## config.mk

```make
export PLATFORM = sky130hd
export DESIGN_NAME = uart_rx_flat
export DESIGN_NICKNAME = d
export VERILOG_FILES = /design/src/rtl/uart_rx_if.sv /design/src/rtl/uart_rx.sv /design/src/flat_wrapper.sv
export SDC_FILE = /design/constraint.sdc
export NUM_CORES = 1
export LEC_CHECK = 0
export CAP_MARGIN = 10
export CORE_MARGIN = 5
export CORE_UTILIZATION = 30
export CTS_CLUSTER_SIZE = 25
export DETAILED_ROUTE_END_ITERATION = 6
export PLACE_DENSITY_LB_ADDON = 0.08
export SETUP_SLACK_MARGIN = 0.1
export SLEW_MARGIN = 20
export SYNTH_ARGS = -nofsm -noshare
export SYNTH_HDL_FRONTEND = slang
export SYNTH_SLANG_ARGS = --single-unit
```

## constraint.sdc

```tcl
create_clock -name clock -period 5.4 [get_ports clock]
set_input_delay 1.08 -clock clock [delete_from_list [all_inputs] [get_ports clock]]
set_output_delay 1.08 -clock clock [all_outputs]
set_load 0.005 [all_outputs]
```

## src/rtl/uart_rx_if.sv

```systemverilog
// uart_rx_if: serial line, frame configuration and received-character status bundle
interface uart_rx_if;
  logic       serial_in;
  logic [1:0] baud_rate;
  logic [1:0] parity_type;
  logic       stop_bits;
  logic       data_length;
  logic [7:0] data_out;
  logic       parity_error;
  logic       frame_error;
  logic       rx_active;
  logic       rx_done;
  modport master (
    output serial_in, baud_rate, parity_type, stop_bits, data_length,
    input  data_out, parity_error, frame_error, rx_active, rx_done
  );
  modport slave (
    input  serial_in, baud_rate, parity_type, stop_bits, data_length,
    output data_out, parity_error, frame_error, rx_active, rx_done
  );
endinterface

```

## src/rtl/uart_rx.sv

```systemverilog
// uart_rx: asynchronous serial receiver with configurable rate, length, parity and stop bits
module uart_rx #(
  parameter int BASE_DIV    = 2606,
  parameter int SYNC_STAGES = 2
) (
  input logic   clock,
  input logic   rst,
  uart_rx_if.slave bus
);
  localparam int CW = $clog2(BASE_DIV * 8 + 1);
  typedef enum logic [2:0] {IDLE, START, DATA, PARITY, STOP, DONE} state_t;
  state_t r_state, w_next;
  logic [SYNC_STAGES-1:0] r_sync;
  logic r_prev;
  logic w_rx, w_fall, w_tick, w_par_en, w_last_bit, w_active, w_done;
  logic [CW-1:0] r_cnt, w_period, w_period_in;
  logic [1:0] r_baud, r_par;
  logic r_sb, r_dl, r_stop_idx;
  logic [2:0] r_idx;
  logic [7:0] r_shift, r_data_out;
  logic r_par_err, r_frm_err, r_perr_out, r_ferr_out;
  assign w_rx        = r_sync[SYNC_STAGES-1];
  assign w_fall      = r_prev & ~w_rx;
  assign w_tick      = r_cnt == '0;
  assign w_period    = CW'(BASE_DIV) << (2'd3 - r_baud);
  assign w_period_in = CW'(BASE_DIV) << (2'd3 - bus.baud_rate);
  assign w_par_en    = ^r_par;
  assign w_last_bit  = r_idx == {2'b11, r_dl};
  assign bus.data_out     = r_data_out;
  assign bus.parity_error = r_perr_out;
  assign bus.frame_error  = r_ferr_out;
  assign bus.rx_active    = w_active;
  assign bus.rx_done      = w_done;
  // Synchronize the line and keep one delayed copy for falling-edge detection
  always_ff @(posedge clock or posedge rst)
    if (rst) begin
      r_sync <= '1;
      r_prev <= 1'b1;
    end else begin
      r_sync <= {r_sync[SYNC_STAGES-2:0], bus.serial_in};
      r_prev <= w_rx;
    end
  // State register
  always_ff @(posedge clock or posedge rst)
    if (rst) r_state <= IDLE;
    else     r_state <= w_next;
  // Next-state logic and status outputs
  always_comb begin
    w_next   = r_state;
    w_active = (r_state != IDLE) && (r_state != DONE);
    w_done   = r_state == DONE;
    case (r_state)
      IDLE:    w_next = w_fall ? START : IDLE;
      START:   w_next = w_tick ? (w_rx ? IDLE : DATA) : START;
      DATA:    w_next = (w_tick && w_last_bit) ? (w_par_en ? PARITY : STOP) : DATA;
      PARITY:  w_next = w_tick ? STOP : PARITY;
      STOP:    w_next = (w_tick && r_stop_idx == r_sb) ? DONE : STOP;
      default: w_next = IDLE;
    endcase
  end
  // Bit timing, configuration latch, character assembly and result registers
  always_ff @(posedge clock or posedge rst)
    if (rst) begin
      r_cnt      <= '0;
      r_baud     <= '0;
      r_par      <= '0;
      r_sb       <= 1'b0;
      r_dl       <= 1'b0;
      r_stop_idx <= 1'b0;
      r_idx      <= '0;
      r_shift    <= '0;
      r_par_err  <= 1'b0;
      r_frm_err  <= 1'b0;
      r_data_out <= '0;
      r_perr_out <= 1'b0;
      r_ferr_out <= 1'b0;
    end else if (r_state == IDLE) begin
      if (w_fall) begin
        r_cnt      <= (w_period_in >> 1) - CW'(1);
        r_baud     <= bus.baud_rate;
        r_par      <= bus.parity_type;
        r_sb       <= bus.stop_bits;
        r_dl       <= bus.data_length;
        r_stop_idx <= 1'b0;
        r_idx      <= '0;
        r_shift    <= '0;
        r_par_err  <= 1'b0;
        r_frm_err  <= 1'b0;
      end
    end else if (r_state != DONE) begin
      r_cnt <= w_tick ? w_period - CW'(1) : r_cnt - CW'(1);
      if (w_tick) begin
        if (r_state == DATA) begin
          r_shift[r_idx] <= w_rx;
          r_idx          <= r_idx + 3'd1;
        end
        if (r_state == PARITY) r_par_err <= ^r_shift ^ w_rx ^ r_par[0];
        if (r_state == STOP) begin
          r_frm_err  <= r_frm_err | ~w_rx;
          r_stop_idx <= 1'b1;
          if (w_next == DONE) begin
            r_data_out <= r_shift;
            r_perr_out <= r_par_err;
            r_ferr_out <= r_frm_err | ~w_rx;
          end
        end
      end
    end
endmodule

```

## src/flat_wrapper.sv

```systemverilog
// flat-port wrapper written by rule: the top's interface ports become plain ports
module uart_rx_flat 
#(
  parameter int BASE_DIV    = 2606,
  parameter int SYNC_STAGES = 2
)
  (clock, rst, bus_serial_in, bus_baud_rate, bus_parity_type, bus_stop_bits, bus_data_length, bus_data_out, bus_parity_error, bus_frame_error, bus_rx_active, bus_rx_done);
  uart_rx_if bus_i ();
  input logic clock;
  input logic rst;
  input wire logic [$bits(bus_i.serial_in)-1:0] bus_serial_in;
  input wire logic [$bits(bus_i.baud_rate)-1:0] bus_baud_rate;
  input wire logic [$bits(bus_i.parity_type)-1:0] bus_parity_type;
  input wire logic [$bits(bus_i.stop_bits)-1:0] bus_stop_bits;
  input wire logic [$bits(bus_i.data_length)-1:0] bus_data_length;
  output wire logic [$bits(bus_i.data_out)-1:0] bus_data_out;
  output wire logic [$bits(bus_i.parity_error)-1:0] bus_parity_error;
  output wire logic [$bits(bus_i.frame_error)-1:0] bus_frame_error;
  output wire logic [$bits(bus_i.rx_active)-1:0] bus_rx_active;
  output wire logic [$bits(bus_i.rx_done)-1:0] bus_rx_done;
  assign bus_i.serial_in = bus_serial_in;
  assign bus_i.baud_rate = bus_baud_rate;
  assign bus_i.parity_type = bus_parity_type;
  assign bus_i.stop_bits = bus_stop_bits;
  assign bus_i.data_length = bus_data_length;
  assign bus_data_out = bus_i.data_out;
  assign bus_parity_error = bus_i.parity_error;
  assign bus_frame_error = bus_i.frame_error;
  assign bus_rx_active = bus_i.rx_active;
  assign bus_rx_done = bus_i.rx_done;
  uart_rx #(.BASE_DIV(BASE_DIV), .SYNC_STAGES(SYNC_STAGES)) u_core (.clock(clock), .rst(rst), .bus(bus_i));
endmodule
```

======== Yosys cells after proc, flatten, opt, wreduce, memory -nomap -nowiden ========
Index checks and enable logic that the tools add are counted.
storage, ports and cells
  memories kept ........................... 0
  register bits after elaboration ......... 51
  latch bits .............................. 0
  bits in writable memories ............... 0
  bits in read-only memories .............. 0
  bits of input ports ..................... 9
  output and inout port bits .............. 12
cells by class
  reduce and logical (&&, ||, !) cells .... 20
  order comparisons ....................... 2
  divide/modulo/power cells ............... 0
  multiplexer cells ....................... 38
  bitwise operators ....................... 6
  multipliers ............................. 0
  shifts and indexed selects .............. 2
  add/sub/neg operators ................... 6
  eq/ne operators ......................... 10
operators with widths
  kind                                                                           count
  15-bit 2-to-1 mux                                                              4
  8-bit 2-to-1 mux                                                               5
  12-bit by 2-bit left shift with 15-bit output (first input constant)           2
  15-bit by 1-bit subtractor with 15-bit output (second input constant)          2
  3-bit 2-to-1 mux                                                               9
  1-bit 2-to-1 mux                                                               16
  15-bit zero test                                                               1
  3-bit case mux with 5 select lines                                             1
  14-bit by 1-bit subtractor with 15-bit output (second input constant)          1
  4-bit AND reduction                                                            3
  2-bit nonzero test                                                             5
  3-bit == test (second input constant)                                          3
  8-bit bitwise mux                                                              1
  8-bit XOR reduction                                                            1
  3-bit by 2-bit == test with 1-bit output (second input constant)               2
  5-bit AND reduction                                                            1
  1-bit logical AND                                                              4
  3-bit by 4-bit less-than comparator with 1-bit output (second input constant)  1
  2-bit AND reduction                                                            2
  2-bit subtractor (first input constant)                                        2
  3-bit by 1-bit adder with 3-bit output (second input constant)                 1
  1-bit demux with 3-bit select                                                  1
  3-bit by 1-bit == test with 1-bit output (second input constant)               1
  3-bit == test                                                                  1
  other kinds (12)                                                               14

======== Logic depth before layout (Yosys ltp) ========
  depth after elaboration ................. 9
  mapped depth ............................ 12

======== Worst setup path before layout ========
No wires, ideal clock.
  kind .................................... input-to-reg
  from .................................... input bus_baud_rate[1]
  to ...................................... register u_core.r_cnt[8]
  setup slack ............................. 2.742 ns
  cell stages on the path ................. 8
  arrival time ............................ 2.576 ns
  library setup time ...................... 0.082 ns
  required time ........................... 5.318 ns
  path through ............................ buf_1 -> and3_1 -> a21oi_1 -> ha_1 -> o21ai_0 -> or3_1 -> o31a_1 -> o22ai_1
between the ends
  longest elaborated chain between the ends .. 5
ends and longest elaborated chain
  what                                           RTL line            text
  start, declared                                flat_wrapper.sv:12  input wire logic [$bits(bus_i.baud_rate)-1:0] bus_baud_rate;
  2-bit subtractor                               uart_rx.sv:26       assign w_period_in = CW'(BASE_DIV) << (2'd3 - bus.baud_rate);
  12-bit by 2-bit left shift with 15-bit output  uart_rx.sv:26
  14-bit by 1-bit subtractor with 15-bit output  uart_rx.sv:79       r_cnt <= (w_period_in >> 1) - CW'(1);
  15-bit 2-to-1 mux                              uart_rx.sv:78       if (w_fall) begin
  15-bit 2-to-1 mux                              uart_rx.sv:77       end else if (r_state == IDLE) begin
  end signal, assigned                           uart_rx.sv:79
  end signal, assigned                           uart_rx.sv:91       r_cnt <= w_tick ? w_period - CW'(1) : r_cnt - CW'(1);
  end, declared                                  uart_rx.sv:16       logic [CW-1:0] r_cnt, w_period, w_period_in;
Every way passes these cells. The select of a mux whose other input is x is not followed.
A chain may end at the register's enable or synchronous reset.

======== Final worst setup path ========
  from .................................... register u_core.r_state[0]
  to ...................................... output bus_rx_active
between the ends
  longest elaborated chain between the ends .. 2
ends and longest elaborated chain
  what                                                 RTL line            text
  start, declared                                      uart_rx.sv:12       state_t r_state, w_next;
  start signal, assigned                               uart_rx.sv:46       else r_state <= w_next;
  3-bit != test or 3-bit nonzero test (tied branches)  uart_rx.sv:50       w_active = (r_state != IDLE) && (r_state != DONE);
  1-bit logical AND (*)                                uart_rx.sv:50
  end, declared                                        flat_wrapper.sv:19  output wire logic [$bits(bus_i.rx_active)-1:0] bus_rx_active;
Mark *: on every way between the ends. The rest lies on a longest branch, timed or not.

==> results.md <==
* Syn nets at between 300 and 400
* Die W at about 110 um
* Worst path bufs/invs at 2
* Max Clk Rate at 325 MHz
* Antenna violations before repair at 0
* Top delay family on crit path: buffers and inverters
* DRT iter0 DRCs at 76
* Setup Buffers After CTS at 0
* Core area at 9200 um2
* Top FF cell, synth: dfrtp_1
* Port Buf Inserts at 20
* Max-slew headroom at 0.430
* Status: finished clean
* RSZ-0062 raised after global routing: false
* Maximum clock insertion buffer count at 2
* Most frequent cells in the layout: 48 x dfrtp_1, 24 x nand2_1, 23 x nor2_1
* Hold buffer count at CTS at 0
* Setup TNS at 0 ns
* Crit path time final at 3.07 ns
* Final #Nets at ~320
* First-pass GRT wire length at 12,500 um
* Max cap viols at 0
* GP Congestion at just over 0.8
* Post-route design area at 3200 um2
* Fraction of layout cells with a size suffix above 1 at 0.134
* DRC at 0
* Flops & latches, synth at a little over 50
* Final Hold Fails at 0
* Slew Limit Fails at 0
* Ant. Diodes at 0
* Commonest non-fill, non-tap cell in the layout: dfrtp_1
* Ys Warns at 0
* Seq/Total Area, Yosys at 0.453
* Setup violations, final at 0
* Gate Count Post-Synth at just under 300
* Netlist cell types at 53
* Cell area after synthesis at between 2000 and 3000 um2
* Final ANT Viol Nets at 0
* Hold Path Class: flop to flop
* Setup WS post-layout at roughly 2.3 ns
* Fin Hold WS at ~0.36 ns
* Worst slew pin tran at about 0.85 ns
* Post-synth EDFFs at 0
* Vias at around 2,200
* Starting Density at 0.307
* Worst EP arrival at 1.99 ns
* Clk Latency, worst-skew pair at 0.32 ns
* Final wirelength at 7160 um
* Largest net degree at the start of global routing at between 50 and 60
* Leak pwr at around 1.3 nW
* Final period util at 0.569
* FP Rows at 35
* Overflow after GRT at 0
* Area Overhead vs Synth at 13.3%
* Vias in the first global route at around 2,400
* Clock transition at path regs at 0.10 ns
* Vias per cell at 5.34
* Die area at 11,400 um2
* CP Class: flop to output pin
* Mean Syn Cell Area at approximately 9.7 um2
* Async set or reset register ratio after synthesis at 1.00
* CP cell instances: or2_2, a21oi_1, inv_1, clkdlybuf4s50_1
* Final Non-Filler Cells at roughly 420
* HPWL after DPL at around 5000 um
* Peak fanout along the critical path at 11
* DR pass1 iterations at 4
* Die Height at approximately 110 um
* Placed inst area at 3100 um2
* Critical path capture point type: output pin
* GR Util All Layers at 0.136
* Critical Path Slowest Stage Cell: dfrtp_1
* Placed Cells at roughly 410
* Total power at around 1.2 mW
* Fin Clk Skew at between 0.01 and 0.015 ns
* Startpoint Class: flop
* Mean routed wirelength per cell at approximately 17 um
* CP max stage delay at approximately 0.50 ns
* Pre-CTS WS at 2.12 ns
* Top-Level Pins at 21
* Maximum vdd drop at roughly 0.095 mV
* Number of CTS-inserted buffers at 5
* Utilization after layout at 0.348
* Req. time, crit path at 4.32 ns
* Fillers at 968
* CTS tree: built
* CTS root buf: clkbuf_8
* CTS resizes at 0
* CTS sink count at 51
* Cell Pwr Density at around 380 nW/um2
* # H-tree levels at 2
cell usage after synthesis (4+ instances only):
cell | number | share of area
nor4_1 | 5 | 0.011
nor3_1 | 11 | 0.020
o21ai_0 | 14 | 0.025
xor2_1 | 5 | 0.016
dfrtp_1 | 48 | 0.43
o41ai_1 | 4 | 0.012
nand2_1 | 24 | 0.032
o31ai_1 | 6 | 0.016
nand3_1 | 7 | 0.012
a21oi_1 | 17 | 0.030
buf_2 | 4 | 0.0071
o311ai_0 | 5 | 0.016
or3_1 | 6 | 0.013
and2_1 | 4 | 0.0089
clkbuf_1 | 11 | 0.015
inv_1 | 8 | 0.011
mux2_2 | 16 | 0.064
a211oi_1 | 5 | 0.013
xnor2_1 | 16 | 0.050
nor2_1 | 23 | 0.031
state kept, by name (all words and copies together), names as in the netlist, 2 cells and up:
| name | cells |
|---|---|
| u_core.r_baud | 2 |
| u_core.r_idx | 3 |
| u_core.r_cnt | 15 |
| u_core.bus.data_out | 8 |
| u_core.r_sync | 2 |
| u_core.r_shift | 8 |
| u_core.r_par | 2 |
| u_core.r_state | 3 |
where the power goes:
group	total [mW]	internal, mW	switching [mW]
logic	0.397	0.178	0.219
clock network	0.242	0.0950	0.147
registers	0.580	0.466	0.114
total	1.22	0.738	0.481
cells by family (layout without fill, tap and decap cells):
group	Yosys count	count (layout)	synth area share
AOI/OAI and AO/OA	73	73	0.176
xor gates and xnor gates	21	21	0.0652
DFF	51	51	0.453
muxes	19	19	0.0745
buffers and inverters	26	39	0.0390
adders and majority gates	2	2	0.00886
and+or+nand+nor	100	100	0.183
final cells by class:
cell class | count | area (um2) | share of cell area
tap | 111 | 139 | 0.0434
inverter | 8 | 30.0 | 0.00939
timing repair buffer | 23 | 223 | 0.0696
sequential | 51 | 1280 | 0.400
clock inverter | 3 | 25.0 | 0.00782
clock buffer | 5 | 68.8 | 0.0215
multi-input combinational | 215 | 1430 | 0.448
path summary, 6_finish.rpt:
kind,startpoint,end,slack [ns],cells past startpoint
max in group asynchronous,rst,u_core.r_state[1],3.66,3
hold / removal,u_core.r_sync[0],u_core.r_sync[1],0.36,0
setup reg to reg,u_core.r_cnt[3],u_core.r_cnt[12],2.37,11
setup / recovery,u_core.r_state[0],bus_rx_active,2.33,4
hold reg to reg,u_core.r_sync[0],u_core.r_sync[1],0.36,0
min in group asynchronous,rst,u_core.r_cnt[7],1.24,3
metal layers:
metal,track usage,vias up,share of wire
li1,-,1087,-
met1,0.171,1070,0.44
met2,0.230,44,0.50
met3,0.0271,19,0.029
met4,0.0539,0,0.028
met5,0,-,0
Power figures use the tool's default switching activity.
